File: src/rtl/inst_fetcher_if.sv
// Fetch-stage bundle: decoder/ROB control in, icache request/response, decoder presentation out.
// The master side is the fetcher; the slave side is its environment (icache, decoder, ROB).
interface inst_fetcher_if;
  logic        wrong_predicted;
  logic [31:0] correct_pc;
  logic        issue_signal;
  logic [31:0] next_pc;
  logic        ic_req_valid;
  logic [31:0] ic_req_addr;
  logic        ic_resp_valid;
  logic [31:0] ic_resp_inst;
  logic        start_decode;
  logic [31:0] inst;
  logic [31:0] inst_addr;

  modport master (
    input  wrong_predicted, correct_pc, issue_signal, next_pc, ic_resp_valid, ic_resp_inst,
    output ic_req_valid, ic_req_addr, start_decode, inst, inst_addr
  );

  modport slave (
    output wrong_predicted, correct_pc, issue_signal, next_pc, ic_resp_valid, ic_resp_inst,
    input  ic_req_valid, ic_req_addr, start_decode, inst, inst_addr
  );
endinterface

File: src/rtl/inst_fetcher.sv
// Instruction fetch stage: one outstanding icache request, holds the fetched word until the
// decoder issues, and redirects on misprediction while discarding any stale in-flight response.
module inst_fetcher #(
  parameter logic [31:0] RESET_PC = 32'h0000_0000
) (
  input  logic            clk_in,
  input  logic            rst_in,
  input  logic            rdy_in,
  inst_fetcher_if.master  fif
);

  typedef enum logic [1:0] {
    S_FETCH   = 2'd0,
    S_WAIT    = 2'd1,
    S_DECODE  = 2'd2,
    S_DISCARD = 2'd3
  } state_t;

  state_t      r_state;
  logic [31:0] r_pc;
  logic [31:0] r_redirect_pc;
  logic [31:0] r_inst;
  logic [31:0] r_inst_addr;
  logic [31:0] r_req_addr;

  state_t      w_state_nxt;
  logic [31:0] w_pc_nxt;
  logic [31:0] w_redirect_nxt;
  logic [31:0] w_inst_nxt;
  logic [31:0] w_inst_addr_nxt;
  logic [31:0] w_req_addr_nxt;
  logic        w_req_valid;
  logic        w_start_decode;

  always_ff @(posedge clk_in or posedge rst_in) begin
    if (rst_in) begin
      r_state       <= S_FETCH;
      r_pc          <= RESET_PC;
      r_redirect_pc <= 32'h0;
      r_inst        <= 32'h0;
      r_inst_addr   <= 32'h0;
      r_req_addr    <= 32'h0;
    end else if (rdy_in) begin
      r_state       <= w_state_nxt;
      r_pc          <= w_pc_nxt;
      r_redirect_pc <= w_redirect_nxt;
      r_inst        <= w_inst_nxt;
      r_inst_addr   <= w_inst_addr_nxt;
      r_req_addr    <= w_req_addr_nxt;
    end
  end

  always_comb begin
    w_state_nxt     = r_state;
    w_pc_nxt        = r_pc;
    w_redirect_nxt  = r_redirect_pc;
    w_inst_nxt      = r_inst;
    w_inst_addr_nxt = r_inst_addr;
    w_req_addr_nxt  = r_req_addr;
    w_req_valid     = 1'b0;
    w_start_decode  = 1'b0;

    unique case (r_state)
      S_FETCH: begin
        // A redirect arriving in the bubble cycle steers this very request.
        if (fif.wrong_predicted) begin
          w_pc_nxt       = fif.correct_pc;
          w_req_addr_nxt = fif.correct_pc;
        end else begin
          w_req_addr_nxt = r_pc;
        end
        w_state_nxt = S_WAIT;
      end

      S_WAIT: begin
        w_req_valid = 1'b1;
        if (fif.ic_resp_valid && !fif.wrong_predicted) begin
          w_inst_nxt      = fif.ic_resp_inst;
          w_inst_addr_nxt = r_req_addr;
          w_state_nxt     = S_DECODE;
        end else if (fif.ic_resp_valid) begin
          w_pc_nxt    = fif.correct_pc;
          w_state_nxt = S_FETCH;
        end else if (fif.wrong_predicted) begin
          w_redirect_nxt = fif.correct_pc;
          w_state_nxt    = S_DISCARD;
        end
      end

      S_DISCARD: begin
        // Request stays up until the icache answers; the latest redirect target wins.
        w_req_valid = 1'b1;
        if (fif.ic_resp_valid) begin
          w_pc_nxt    = fif.wrong_predicted ? fif.correct_pc : r_redirect_pc;
          w_state_nxt = S_FETCH;
        end else if (fif.wrong_predicted) begin
          w_redirect_nxt = fif.correct_pc;
        end
      end

      S_DECODE: begin
        w_start_decode = 1'b1;
        if (fif.wrong_predicted) begin
          w_pc_nxt    = fif.correct_pc;
          w_state_nxt = S_FETCH;
        end else if (fif.issue_signal) begin
          w_pc_nxt    = fif.next_pc;
          w_state_nxt = S_FETCH;
        end
      end

      default: w_state_nxt = S_FETCH;
    endcase
  end

  assign fif.ic_req_valid = w_req_valid;
  assign fif.ic_req_addr  = r_req_addr;
  assign fif.start_decode = w_start_decode;
  assign fif.inst         = r_inst;
  assign fif.inst_addr    = r_inst_addr;

endmodule

File: src/flat_wrapper.sv
// flat-port wrapper written by rule: the top's interface ports become plain ports
module inst_fetcher_flat 
#(
  parameter logic [31:0] RESET_PC = 32'h0000_0000
)
  (clk_in, rst_in, rdy_in, fif_wrong_predicted, fif_correct_pc, fif_issue_signal, fif_next_pc, fif_ic_resp_valid, fif_ic_resp_inst, fif_ic_req_valid, fif_ic_req_addr, fif_start_decode, fif_inst, fif_inst_addr);
  inst_fetcher_if fif_i ();
  input  logic clk_in;
  input  logic rst_in;
  input  logic rdy_in;
  input wire logic [$bits(fif_i.wrong_predicted)-1:0] fif_wrong_predicted;
  input wire logic [$bits(fif_i.correct_pc)-1:0] fif_correct_pc;
  input wire logic [$bits(fif_i.issue_signal)-1:0] fif_issue_signal;
  input wire logic [$bits(fif_i.next_pc)-1:0] fif_next_pc;
  input wire logic [$bits(fif_i.ic_resp_valid)-1:0] fif_ic_resp_valid;
  input wire logic [$bits(fif_i.ic_resp_inst)-1:0] fif_ic_resp_inst;
  output wire logic [$bits(fif_i.ic_req_valid)-1:0] fif_ic_req_valid;
  output wire logic [$bits(fif_i.ic_req_addr)-1:0] fif_ic_req_addr;
  output wire logic [$bits(fif_i.start_decode)-1:0] fif_start_decode;
  output wire logic [$bits(fif_i.inst)-1:0] fif_inst;
  output wire logic [$bits(fif_i.inst_addr)-1:0] fif_inst_addr;
  assign fif_i.wrong_predicted = fif_wrong_predicted;
  assign fif_i.correct_pc = fif_correct_pc;
  assign fif_i.issue_signal = fif_issue_signal;
  assign fif_i.next_pc = fif_next_pc;
  assign fif_i.ic_resp_valid = fif_ic_resp_valid;
  assign fif_i.ic_resp_inst = fif_ic_resp_inst;
  assign fif_ic_req_valid = fif_i.ic_req_valid;
  assign fif_ic_req_addr = fif_i.ic_req_addr;
  assign fif_start_decode = fif_i.start_decode;
  assign fif_inst = fif_i.inst;
  assign fif_inst_addr = fif_i.inst_addr;
  inst_fetcher #(.RESET_PC(RESET_PC)) u_core (.clk_in(clk_in), .rst_in(rst_in), .rdy_in(rdy_in), .fif(fif_i));
endmodule
File: config.mk
export PLATFORM = sky130hd
export DESIGN_NAME = inst_fetcher_flat
export DESIGN_NICKNAME = d
export VERILOG_FILES = /design/src/rtl/inst_fetcher_if.sv /design/src/rtl/inst_fetcher.sv /design/src/flat_wrapper.sv
export SDC_FILE = /design/constraint.sdc
export NUM_CORES = 1
export LEC_CHECK = 0
export CAP_MARGIN = 20
export CORE_ASPECT_RATIO = 2
export CORE_MARGIN = 3
export CORE_UTILIZATION = 43
export CTS_CLUSTER_SIZE = 30
export DETAILED_ROUTE_END_ITERATION = 10
export GPL_ROUTABILITY_DRIVEN = 0
export PLACE_DENSITY = 0.76
export SYNTH_ARGS = -nofsm -noshare
export SYNTH_HDL_FRONTEND = slang
export SYNTH_SLANG_ARGS = --single-unit
File: constraint.sdc
create_clock -name clk_in -period 6 [get_ports clk_in]
set_input_delay 1.8 -clock clk_in [delete_from_list [all_inputs] [get_ports clk_in]]
set_output_delay 1.8 -clock clk_in [all_outputs]
set_load 0.005 [all_outputs]
# Word level (Yosys, flattened, before mapping)

Index checks and enable logic that the tools add are counted.
Widths: inputs -> output; s select.

Register bits after elaboration: 162
Bits of input ports: 102
Word-level logic and storage cells: 44

Equality and inequality tests: 8
Multiplexer cells: 20
Reduce and logical (&&, ||, !) cells: 10

Operators with widths:

| kind               | number |
|---|---|
| $mux 32            | 9 |
| $pmux 32 s4        | 1 |
| $pmux 32 s2        | 1 |
| $mux 2             | 6 |
| $pmux 2 s4         | 1 |
| $ne 2x2->1 const B | 3 |
| $reduce_and 3->1   | 2 |
| $reduce_and 5->1   | 1 |
| $eq 2x2->1 const B | 2 |
| $ne 4x3->1 const B | 1 |
| $reduce_and 4->1   | 1 |
| $ne 3x3->1 const B | 1 |
| $eq 2x1->1 const B | 1 |
| $logic_not 2->1    | 1 |
| $mux 1             | 2 |
| $reduce_and 2->1   | 1 |
| $reduce_bool 2->1  | 1 |
| $reduce_or 2->1    | 1 |
| $logic_and 1x1->1  | 1 |
| $logic_not 1->1    | 1 |

# Depth between registers and ports, before layout

Depth after elaboration: 4
Gate-level depth with buffers: 7
Gate-level depth less buffers: 4

# Least setup slack after synthesis

OpenSTA, ideal clock, no wires.

Path kind: input to register
Start point: input port rdy_in
End point: register u_core.r_inst[10] (netlist: u_core.fif.inst[10])
Setup time: 0.125 ns
Arrival time: 2.911 ns
Data required time: 5.875 ns
Setup slack: 2.965 ns
Stages: 5
Path buffers: 2
Cells stage by stage: buf_2 nand4b_1 nor2_4 buf_6 mux2_2

Cells in the longest elaborated chain, start to end: 1

RTL lines:

| item                              | RTL line           | RTL |
|---|---|---|
| start: declaration                | flat_wrapper.sv:10 | `input logic rdy_in;` |
| $reduce_and 3->1 (no source line) | -                  |  |
| end signal: assignment            | inst_fetcher.sv:47 | `r_inst <= w_inst_nxt;` |
| end: declaration                  | inst_fetcher.sv:22 | `logic [31:0] r_inst;` |

No other way between the ends.
A chain may end at the register's enable or synchronous reset.

# Worst setup path in the final report

Start point: input port fif_wrong_predicted
End point: register u_core.r_redirect_pc[2]

Cells in the longest elaborated chain, start to end: 4

RTL lines:

| item                                            | RTL line           | RTL |
|---|---|---|
| start: declaration                              | flat_wrapper.sv:11 | `input wire logic [$bits(fif_i.wrong_predicted)-1:0] fif_wrong_predicted;` |
| $mux 32 or $logic_not 1->1 (tied branches)      | -                  |  |
| $mux 32 or $logic_and 1x1->1 (tied branches)    | -                  |  |
| $mux 32 or $ne 2x2->1 (tied branches)           | -                  |  |
| $pmux 32 s2 or $reduce_and 3->1 (tied branches) | -                  |  |
| end signal: assignment                          | inst_fetcher.sv:46 | `r_redirect_pc <= w_redirect_nxt;` |
| end: declaration                                | inst_fetcher.sv:21 | `logic [31:0] r_redirect_pc;` |

Several ways; a longest one is shown, not always the timed one. The select of a mux whose other input is x is not followed.

==> metrics.txt <==
run status=completed; Largest stage delay, worst path=roughly 0.7 ns; area share of the largest cell type after synthesis=57.0%; min Tclk post-route=around 3.7 ns; Initial Util=around 44%; initial antenna violation count=3; Crit Path Class=input pin to register; Worst-Skew Late Latency=approximately 0.42 ns; Clk pwr share=between 20 and 25%; Power Density=roughly 500 nW/um2; IO Port Bufs=~200; share of cells above drive strength 1=a little under a fifth; largest net degree at the start of global routing=95; Resized cells post-CTS=0; WHS=about 0.49 ns; Area growth, synth to finish=38.4%; Antenna Nets Post-Route=0; Max-Cap Viols=0; sequential power share=40.5%; # DRC=0; Synth Register Bits=162; via count=~5400; H-tree depth=4; RSZ-0062 raised after global routing=false; final hold viol count=0; Clock Skew=between 0.009 and 0.01 ns; Iteration-0 DRC Markers=between 300 and 400; Worst Path Required=between 6 and 7 ns; gr usage total=~20%; maximum VDD drop=between 200 and 300 uV; Post-CTS Hold Fix Bufs=0; post-synthesis cell type count=30; CTS tree=done; total core area=around 16000 um2; CTS Sinks=about 160; type of the tightest min-delay check=register to register; drt first pass iters=4; critical-path cell list=buf_4, nand4b_1, buf_4, mux2_2; Finish-stage setup viols=0; fin nets=861; Num CTS Buffers=17; Net Sw Frac=a little under a third; FF+latch area=around 4100 um2; vias per cell=roughly 5.5; post-synthesis sequential area ratio=~57%; Worst Max-Slew Pin Slew=1.10 ns; root buffer cell=clkbuf_16; Clock Pin Slew Worst Setup and Hold Paths=around 0.060 ns; Synth Flop Type=dfrtp_1; CP max FO=71; synthesized instance count=between 500 and 600; Worst path slowest cell=buf_4; DP HPWL=between 10000 and 15000 um; EDFF count, synth=0; Psw=about 0.0015 W; Arr. time, crit path=just over 4 ns; crit share post-route=between 60 and 70%; Chip Height=188 um; Leak=just over 4 nW; Max Root-Sink Buffers=2; vias in the first global route=about 5600; Util after Layout=61.5%; global-route wire length before repair=about 29000 um; crit path launch type=input pin; Worst Setup End Kind=register; Yosys top cell by area=dfrtp_1; syn_area_per_cell=~12 um2; crit-path most repeated cell=buf_4; Mapped Area=between 7000 and 8000 um2; Rows=65; die area=approximately 18000 um2; Avg WL per Cell=between 15 and 20 um; asr flop ratio synth=between 90% and 100%; Max-slew headroom=26.4%; # fillers=1304; Max Clock Freq=roughly 0.27 GHz; Comb pwr share=37.2%; chip width=between 90 and 100 um; grt total ovfl=0; I/O pin count=200; Multi-input gate area=between 2000 and 3000 um2; Detailed Route WL=around 18000 um; Slew Viols, Final=0; Power Internal=~0.0034 W; Post CTS Setup Buffer Count=0; Synth warnings=0; Post-Syn Nets=~680; setup TNS=0 ns; Area contributors post-synth=dfrtp_1 57%, mux2_2 15%, nor2_1 4.6%
-- layer usage --
metal  wire length (um)  GRT usage, %  vias to the layer above
met1               6940          22.4                     2665
met2               9760          35.7                      205
li1                   -             -                     2460
met5                  0             0                        -
met3                870          4.36                       45
met4                845          11.0                        0
-- through the flow --
stage / cells / instance area (um2) / total power [W] / setup slack, ns
after floorplan: 575 / 7120 / 0.00282 / 2.14
after global placement: 936 / 9150 / 0.00370 / 1.94
after detailed placement: 937 / 9160 / 0.00382 / 1.86
after CTS: 969 / 9760 / 0.00492 / 2.31
after global routing: 976 / 9850 / 0.00518 / 2.15
final: 976 / 9850 / 0.00488 / 2.27
-- synthesized netlist by cell type (all sizes together), types with 3 or more instances --
library cell	instances
dfrtp	162
mux2	96
nor2	88
a21oi	66
buf	34
mux2i	32
o221ai	23
a2bb2oi	22
clkbuf	12
o22a	10
o32ai	10
inv	3
nand2	3
-- flip-flops by register name, indices dropped and copies added (netlist names) --
signal	flops
u_core.fif.ic_req_addr	32
u_core.fif.inst_addr	32
u_core.r_state	2
u_core.r_redirect_pc	32
u_core.fif.inst	32
u_core.r_pc	32
-- cells in the final DEF, fill, tap and decap left out, types with 3 or more instances in the layout --
cell type,n
clkdlybuf4s50_1,198
dfrtp_1,162
mux2_2,92
nor2_1,87
a21oi_1,65
mux2i_1,32
o221ai_1,23
a2bb2oi_1,22
clkbuf_16,17
o32ai_1,10
o22a_1,10
buf_4,7
mux2_1,4
clkinvlp_4,4
diode_2,3
nand2_1,3
bufinv_16,3
clkbuf_1,3
-- worst max-delay path, delay by kind of cell --
family	cells	cell delay, ns
AND/OR/NAND/NOR	1	0.71
buffers and inverters	2	1.19
multiplexers	1	0.31
-- cell families (layout without fill, tap and decap cells) --
kind of cell    count (synthesis)  in the layout  share of synthesized area, %
compound gates                138            138                          13.6
buf+inv                        49            246                          4.13
flops                         162            162                          57.0
mux                           128            128                          19.7
other cells                     0              3                             0
simple gates                   98             98                          5.64
-- worst paths after layout --
check / from / to / slack (ns) / depth (start not counted)
min in group asynchronous: rst_in / u_core.fif.inst[15] / 1.61 / 2
max: fif_wrong_predicted / u_core.r_redirect_pc[2] / 2.27 / 4
min reg2reg: u_core.fif.inst[1] / u_core.fif.inst[1] / 0.49 / 1
max reg2reg: u_core.r_state[0] / u_core.fif.inst_addr[24] / 3.78 / 4
max in group asynchronous: rst_in / u_core.fif.inst[1] / 3.41 / 4
min: u_core.fif.inst[1] / u_core.fif.inst[1] / 0.49 / 1
-- power by group through the flow --
stage	Clock (W)	Combinational [W]	Sequential (W)
finish	0.00109	0.00182	0.00197
floorplan	0	0.000891	0.00193
global placement	0	0.00175	0.00195
global route	0.00116	0.00198	0.00205
CTS	0.00111	0.00183	0.00198
detailed placement	0	0.00182	0.00200
-- layout make-up --
cell class                 count  area share, %
inverter                       3          0.152
clock inverter                12           1.60
tap                          201           2.55
antenna                        3         0.0762
clock buffer                  20           4.43
timing repair buffer         211           21.9
sequential                   162           41.2
multi-input combinational    364           28.1
Note: power is estimated with default switching activity, not from simulation.
